[src/rtl/cp0_regfile.sv]
// -----------------------------------------------------------------------------
// cp0_regfile
// Coprocessor-0 register file for the MIPS core. Holds BadVAddr, Count,
// Compare, Status, Cause, EPC and PRId, services MTC0/MFC0, commits the
// exception decided in the memory stage (EPC/Cause/BadVAddr update, EXL set),
// handles ERET (EXL clear) and produces the timer and pending-interrupt flags.
//
// Ports:
//   clk, rst                 core clock, synchronous active-high reset
//   we_i, waddr_i, data_i    MTC0 write port
//   raddr_i, data_o          MFC0 read port (combinational, no write bypass)
//   int_i                    level-sensitive hardware interrupt lines
//   except_type_i            committed exception code (0 = none, 0xe = ERET)
//   current_inst_addr_i      PC of the excepting instruction
//   is_in_delayslot_i        excepting instruction sits in a delay slot
//   bad_addr_i               faulting virtual address for AdEL/AdES
//   status_o .. compare_o    current register values
//   timer_int_o              Count == Compare timer flag
//   int_pending_o            enabled and unmasked interrupt is pending
// -----------------------------------------------------------------------------
module cp0_regfile #(
    parameter logic [31:0] PRID_VALUE   = 32'h0000_4220,
    parameter logic [31:0] STATUS_RESET = 32'h0040_0000
) (
    input  logic        clk,
    input  logic        rst,
    input  logic        we_i,
    input  logic [4:0]  waddr_i,
    input  logic [4:0]  raddr_i,
    input  logic [31:0] data_i,
    input  logic [5:0]  int_i,
    input  logic [31:0] except_type_i,
    input  logic [31:0] current_inst_addr_i,
    input  logic        is_in_delayslot_i,
    input  logic [31:0] bad_addr_i,
    output logic [31:0] data_o,
    output logic [31:0] status_o,
    output logic [31:0] cause_o,
    output logic [31:0] epc_o,
    output logic [31:0] badvaddr_o,
    output logic [31:0] count_o,
    output logic [31:0] compare_o,
    output logic        timer_int_o,
    output logic        int_pending_o
);

    localparam logic [4:0]  REG_BADVADDR = 5'd8;
    localparam logic [4:0]  REG_COUNT    = 5'd9;
    localparam logic [4:0]  REG_COMPARE  = 5'd11;
    localparam logic [4:0]  REG_STATUS   = 5'd12;
    localparam logic [4:0]  REG_CAUSE    = 5'd13;
    localparam logic [4:0]  REG_EPC      = 5'd14;
    localparam logic [4:0]  REG_PRID     = 5'd15;

    // Status bits software may change: IM[15:8], EXL[1], IE[0]
    localparam logic [31:0] STATUS_WMASK = 32'h0000_FF03;

    localparam logic [31:0] EXC_INT  = 32'h0000_0001;
    localparam logic [31:0] EXC_ADEL = 32'h0000_0004;
    localparam logic [31:0] EXC_ADES = 32'h0000_0005;
    localparam logic [31:0] EXC_ERET = 32'h0000_000e;

    // Codes that perform an exception entry; anything else nonzero is a no-op
    function automatic logic is_exc_entry(input logic [31:0] code);
        case (code)
            32'h0000_0001, 32'h0000_0004, 32'h0000_0005,
            32'h0000_0008, 32'h0000_0009, 32'h0000_000a,
            32'h0000_000c: return 1'b1;
            default:       return 1'b0;
        endcase
    endfunction

    logic [31:0] badvaddr_q, badvaddr_d;
    logic [31:0] count_q,    count_d;
    logic [31:0] compare_q,  compare_d;
    logic [31:0] status_q,   status_d;
    logic [31:0] cause_q,    cause_d;
    logic [31:0] epc_q,      epc_d;
    logic        tick_q,     tick_d;
    logic        timer_int_q, timer_int_d;

    logic        mtc0_s;
    logic        exc_s;
    logic        eret_s;

    // Next-state logic for every CP0 register
    always_comb begin
        // A nonzero exception code flushes the MTC0 instruction in this stage
        mtc0_s = we_i && (except_type_i == 32'd0);
        exc_s  = is_exc_entry(except_type_i);
        eret_s = (except_type_i == EXC_ERET);

        tick_d = ~tick_q;

        if (mtc0_s && (waddr_i == REG_COUNT)) begin
            count_d = data_i;
        end else if (tick_q) begin
            count_d = count_q + 32'd1;
        end else begin
            count_d = count_q;
        end

        if (mtc0_s && (waddr_i == REG_COMPARE)) begin
            compare_d = data_i;
        end else begin
            compare_d = compare_q;
        end

        // Writing Compare acknowledges the timer and beats a same-cycle match
        if (mtc0_s && (waddr_i == REG_COMPARE)) begin
            timer_int_d = 1'b0;
        end else if ((compare_q != 32'd0) && (count_q == compare_q)) begin
            timer_int_d = 1'b1;
        end else begin
            timer_int_d = timer_int_q;
        end

        status_d = status_q;
        if (mtc0_s && (waddr_i == REG_STATUS)) begin
            status_d = (status_q & ~STATUS_WMASK) | (data_i & STATUS_WMASK);
        end else if (exc_s) begin
            status_d[1] = 1'b1;
        end else if (eret_s) begin
            status_d[1] = 1'b0;
        end else begin
            status_d = status_q;
        end

        cause_d = cause_q;
        // Hardware IP is sampled every cycle; the timer shares line 5
        cause_d[15:10] = {int_i[5] | timer_int_q, int_i[4:0]};
        if (mtc0_s && (waddr_i == REG_CAUSE)) begin
            cause_d[9:8] = data_i[9:8];
        end else if (exc_s) begin
            cause_d[6:2] = (except_type_i == EXC_INT) ? 5'd0 : except_type_i[4:0];
            if (!status_q[1]) begin
                cause_d[31] = is_in_delayslot_i;
            end else begin
                cause_d[31] = cause_q[31];
            end
        end else begin
            cause_d[9:8] = cause_q[9:8];
        end

        // Nested exceptions (EXL already set) keep the original return address
        if (mtc0_s && (waddr_i == REG_EPC)) begin
            epc_d = data_i;
        end else if (exc_s && !status_q[1]) begin
            epc_d = is_in_delayslot_i ? (current_inst_addr_i - 32'd4) : current_inst_addr_i;
        end else begin
            epc_d = epc_q;
        end

        if (exc_s && ((except_type_i == EXC_ADEL) || (except_type_i == EXC_ADES))) begin
            badvaddr_d = bad_addr_i;
        end else begin
            badvaddr_d = badvaddr_q;
        end
    end

    // State registers with synchronous reset
    always_ff @(posedge clk) begin
        if (rst) begin
            badvaddr_q  <= 32'd0;
            count_q     <= 32'd0;
            compare_q   <= 32'd0;
            status_q    <= STATUS_RESET;
            cause_q     <= 32'd0;
            epc_q       <= 32'd0;
            tick_q      <= 1'b0;
            timer_int_q <= 1'b0;
        end else begin
            badvaddr_q  <= badvaddr_d;
            count_q     <= count_d;
            compare_q   <= compare_d;
            status_q    <= status_d;
            cause_q     <= cause_d;
            epc_q       <= epc_d;
            tick_q      <= tick_d;
            timer_int_q <= timer_int_d;
        end
    end

    // MFC0 read mux; unmapped registers read as zero
    always_comb begin
        case (raddr_i)
            REG_BADVADDR: data_o = badvaddr_q;
            REG_COUNT:    data_o = count_q;
            REG_COMPARE:  data_o = compare_q;
            REG_STATUS:   data_o = status_q;
            REG_CAUSE:    data_o = cause_q;
            REG_EPC:      data_o = epc_q;
            REG_PRID:     data_o = PRID_VALUE;
            default:      data_o = 32'd0;
        endcase
    end

    assign status_o      = status_q;
    assign cause_o       = cause_q;
    assign epc_o         = epc_q;
    assign badvaddr_o    = badvaddr_q;
    assign count_o       = count_q;
    assign compare_o     = compare_q;
    assign timer_int_o   = timer_int_q;
    assign int_pending_o = status_q[0] & ~status_q[1] & (|(status_q[15:8] & cause_q[15:8]));

endmodule

[config.mk]
export PLATFORM = sky130hd
export DESIGN_NAME = cp0_regfile
export DESIGN_NICKNAME = d
export VERILOG_FILES = /design/src/rtl/cp0_regfile.sv
export SDC_FILE = /design/constraint.sdc
export NUM_CORES = 1
export LEC_CHECK = 0
export CAP_MARGIN = 40
export CORE_MARGIN = 5
export CORE_UTILIZATION = 44
export CTS_CLUSTER_SIZE = 14
export DETAILED_ROUTE_END_ITERATION = 8
export GPL_TIMING_DRIVEN = 0
export PLACE_DENSITY = 0.8
export SLEW_MARGIN = 15
export SYNTH_ARGS = -nofsm -noshare
export SYNTH_HDL_FRONTEND = slang
export SYNTH_SLANG_ARGS = --single-unit
[constraint.sdc]
create_clock -name clk -period 2.2 [get_ports clk]
set_input_delay 0.33 -clock clk [delete_from_list [all_inputs] [get_ports clk]]
set_output_delay 0.33 -clock clk [all_outputs]
set_load 0.02 [all_outputs]
==> out/qor.csv <==
stage;metric;value;unit
yosys;ys_top_cells_by_area;dfxtp_1 34%, nand2_1 8.4%, xnor2_1 6.8%;
setup_path;cp_data_arrival_time;2.51;ns
worst_hold_path;hp-class;in2reg;
clock_tree;clk_transition_reported_paths;0.07;ns
clock_tree;clock_path_buffers;2;
setup_path;crit_required;2.49;ns
yosys;synth-async-reset-ratio;0;
routing;vias;11150;
global_route;grt_max_degree;17;
timing;setup_viol;16;
timing;setup_slack;-0.02231;ns
timing;fmax;0.4500;GHz
yosys;syn_inst;1168;
timing;slew_headroom;0.3856;
setup_path;cp-start-kind;input pin;
worst_hold_path;hold_path_end;cause_o[31];
final_layout;seq_area;3084;µm²
final_layout;final_common_cell;clkdlybuf4s50_1;
routing;post_drt_wl_per_cell;23.46;µm
routing;postRouteAntennaNets;0;
yosys;synth_area_per_cell;7.709;µm²
setup_path;crit_buf_inv;2;
final_layout;drive_gt1_frac;0.1815;
yosys;ys_warn_count;0;
yosys;synth_cell_type_count;70;
die;fp-row-count;52;
final_layout;multiInputGateArea;5738;µm²
timing;rsz0062_at_grt;yes;
timing;post-route-period-util;1.010;
setup_path;reg2reg_slack;0.05;ns
final_layout;nets;1741;
yosys;synth_top_area_share;0.3424;
die;io_pins;374;
setup_path;worst_path_dominant_cell_family;simple AND/OR/NAND/NOR gates;
run_status;violations;negative setup slack;
worst_hold_path;holdPathStages;3;
setup_path;slowest_delay;0.73;ns
yosys;synth_edf_count;0;
placed_design;dp_hpwl;33680;µm
clock_tree;cts.root.buffer_cell;clkbuf_16;
yosys;synth_seq_area_share;0.3424;
timing;drv_slew;0;
clock_tree;cts_sinks;154;
placed_design;placed_cell_area;12810;µm²
global_route;grt_pass1_wl;64200;µm
yosys;synth_top_area_cell;dfxtp_1;
setup_path;r2r_start;count_o[17];
timing;period_minus_slack;2.222;ns
final_layout;design_area;14200;µm²
global_route;track_usage;0.3511;
routing;drc;0;
clock_tree;tritoncts;built;
setup_path;path_max_fanout;10;
setup_path;ff2ff_path_depth;5;
routing;wl;43970;µm
setup_path;crit_type;in2reg;
placed_design;port_buffers;332;
die;die_h;153.1;µm
global_route;overflow;0;
worst_hold_path;worstHoldStart;is_in_delayslot_i;
routing;viasPerCell;5.950;
power;leakagePower;0.004974;µW
yosys;synthesis.area;9004;µm²
setup_path;r2r-end;count_o[31];
final_layout;area_growth;57.75;%
global_route;antenna_found_initial;2;
timing;finalClockSkew;0.01128;ns
final_layout;mostFrequentLayoutCells;292 x clkdlybuf4s50_1, 198 x nand2_1, 153 x dfxtp_1;
job;maxCapViolCount;0;
clock_tree;cts_made_buffers;17;
die;coreArea;20170;µm²
placed_design;gp_congestion;1.043;
die;start_util;0.4464;
timing;tightestPinTransition;0.9216;ns
setup_path;cp_slowest_cell;or4_1;
global_route;first_global_vias;10790;
die;die_w;153.1;µm
final_layout;fill_cells;1670;
power;power.density;468.5;nW/µm²
timing;hold_violations;0;
clock_tree;cts_max_level;4;
yosys;synth_top_flop_cell;dfxtp_1;
setup_path;crit_chain;clkdlybuf4s50_1, nor4_2, nand4_2, or4_1, clkbuf_4, nand2_1, a21oi_1;
die;die-area;23420;µm²
routing;drt_iter0_markers;1515;
routing;dr.pass1.iters;7;
timing;tns;-0.1299;ns
power;max-vdd-ir-drop;0.3139;mV
run_status;outcome;finished with violations;
setup_path;end_kind;flop;
clock_tree;clock_latency;0.44;ns
yosys;synth_seq_cells;154;
==> how the worst max path moves through the flow <==
stage,to,startpoint,cells past startpoint,slack (ns)
after floorplan,data_o[0],raddr_i[2],6,0.06
after global placement,data_o[0],raddr_i[3],8,-1.62
after detailed placement,data_o[0],raddr_i[3],8,-1.63
after CTS,count_o[28],we_i,8,-0.02
after global routing,cause_o[9],except_type_i[13],7,-0.11
final,compare_o[7],except_type_i[13],7,-0.02
==> synth_stat cells (all sizes together), types with 3 or more instances <==
master,n
nand2,201
dfxtp,154
a21oi,116
buf,74
nor2,74
xnor2,70
o21ai,54
clkbuf,50
nor4,43
nand3,41
mux2i,34
a22oi,31
nor3,30
nand4,27
a31oi,19
inv,16
a211oi,13
o22ai,10
and4,8
nor2b,8
xor2,8
a222oi,6
and3,6
o31a,6
or3,6
and2,5
nand3b,5
a32oi,4
nand2b,4
nor3b,4
o21a,4
or4,4
nor4b,3
o32ai,3
==> per-stage QoR <==
stage / power (µW) / worst slack (ns) / utilization / instances / hold slack [ns]
2_1_floorplan: 3202 / 0.05840 / - / 1206 / 0.4458
3_3_place_gp: 3658 / -1.622 / 0.6350 / 1808 / 0.4572
3_5_place_dp: 3663 / -1.635 / 0.6352 / 1808 / 0.4708
4_1_cts: 6573 / -0.01753 / 0.6917 / 1868 / 0.2056
5_1_grt: 6783 / -0.1085 / 0.7041 / 1873 / 0.2625
6_report: 6655 / -0.02231 / 0.7042 / 1874 / 0.2159
==> report_power, final <==
part | leakage, µW | total (µW) | internal (µW) | switching (µW)
sequential | 0.00124 | 2810 | 2800 | 14.6
clock | 0.000264 | 2940 | 1650 | 1280
combinational | 0.00347 | 905 | 432 | 473
total | 0.00497 | 6650 | 4880 | 1770
==> registers in the layout (all words and copies together), names as in the netlist <==
signal and count:
status_o 10, badvaddr_o 32, compare_o 32, tick_q 1, epc_o 32, timer_int_o 1, count_o 32, cause_o 14
==> logic make-up after synthesis <==
group	share of synthesized area
adder cells (fa/ha/maj)	0.002779
buffers and inverters	0.08171
multiplexers	0.03780
XOR/XNOR	0.07588
AND/OR/NAND/NOR	0.2645
flip-flops	0.3424
other	0.0008341
AO/OA/AOI/OAI	0.1941
==> area by class of cell <==
cell class | count | area share
buffer | 117 | 0.05629
clock buffer | 20 | 0.03286
inverter | 16 | 0.004228
antenna | 1 | 0.0001762
timing repair buffer | 373 | 0.2538
clock inverter | 11 | 0.007752
sequential | 154 | 0.2171
multi-input combinational | 912 | 0.4040
tap | 270 | 0.02378
==> per-layer routing <==
| layer | share of wire | vias to the layer above | GRT usage |
|---|---|---|---|
| met3 | 0.13 | 188 | 0.08482 |
| met2 | 0.45 | 892 | 0.5722 |
| met5 | 0.00030 | - | 0 |
| met1 | 0.36 | 5124 | 0.4318 |
| met4 | 0.061 | 2 | 0.1795 |
| li1 | - | 4945 | - |
==> worst register-to-register path, stage by stage (launching register included) <==
cell and delay (ns):
dfxtp_1 0.51, and4_1 0.35, nand4_1 0.38, nor4_1 0.53, xnor2_1 0.17, a21oi_1 0.09
==> repair_timing <==
item                       CTS  global route
gates resized for setup    290            67
gates cloned                 4             0
pin swaps                   18            16
setup buffers               29             8
hold buffers                 0             0
setup endpoints to repair  162           172
No activity file was read; power rests on OpenSTA's default activity.
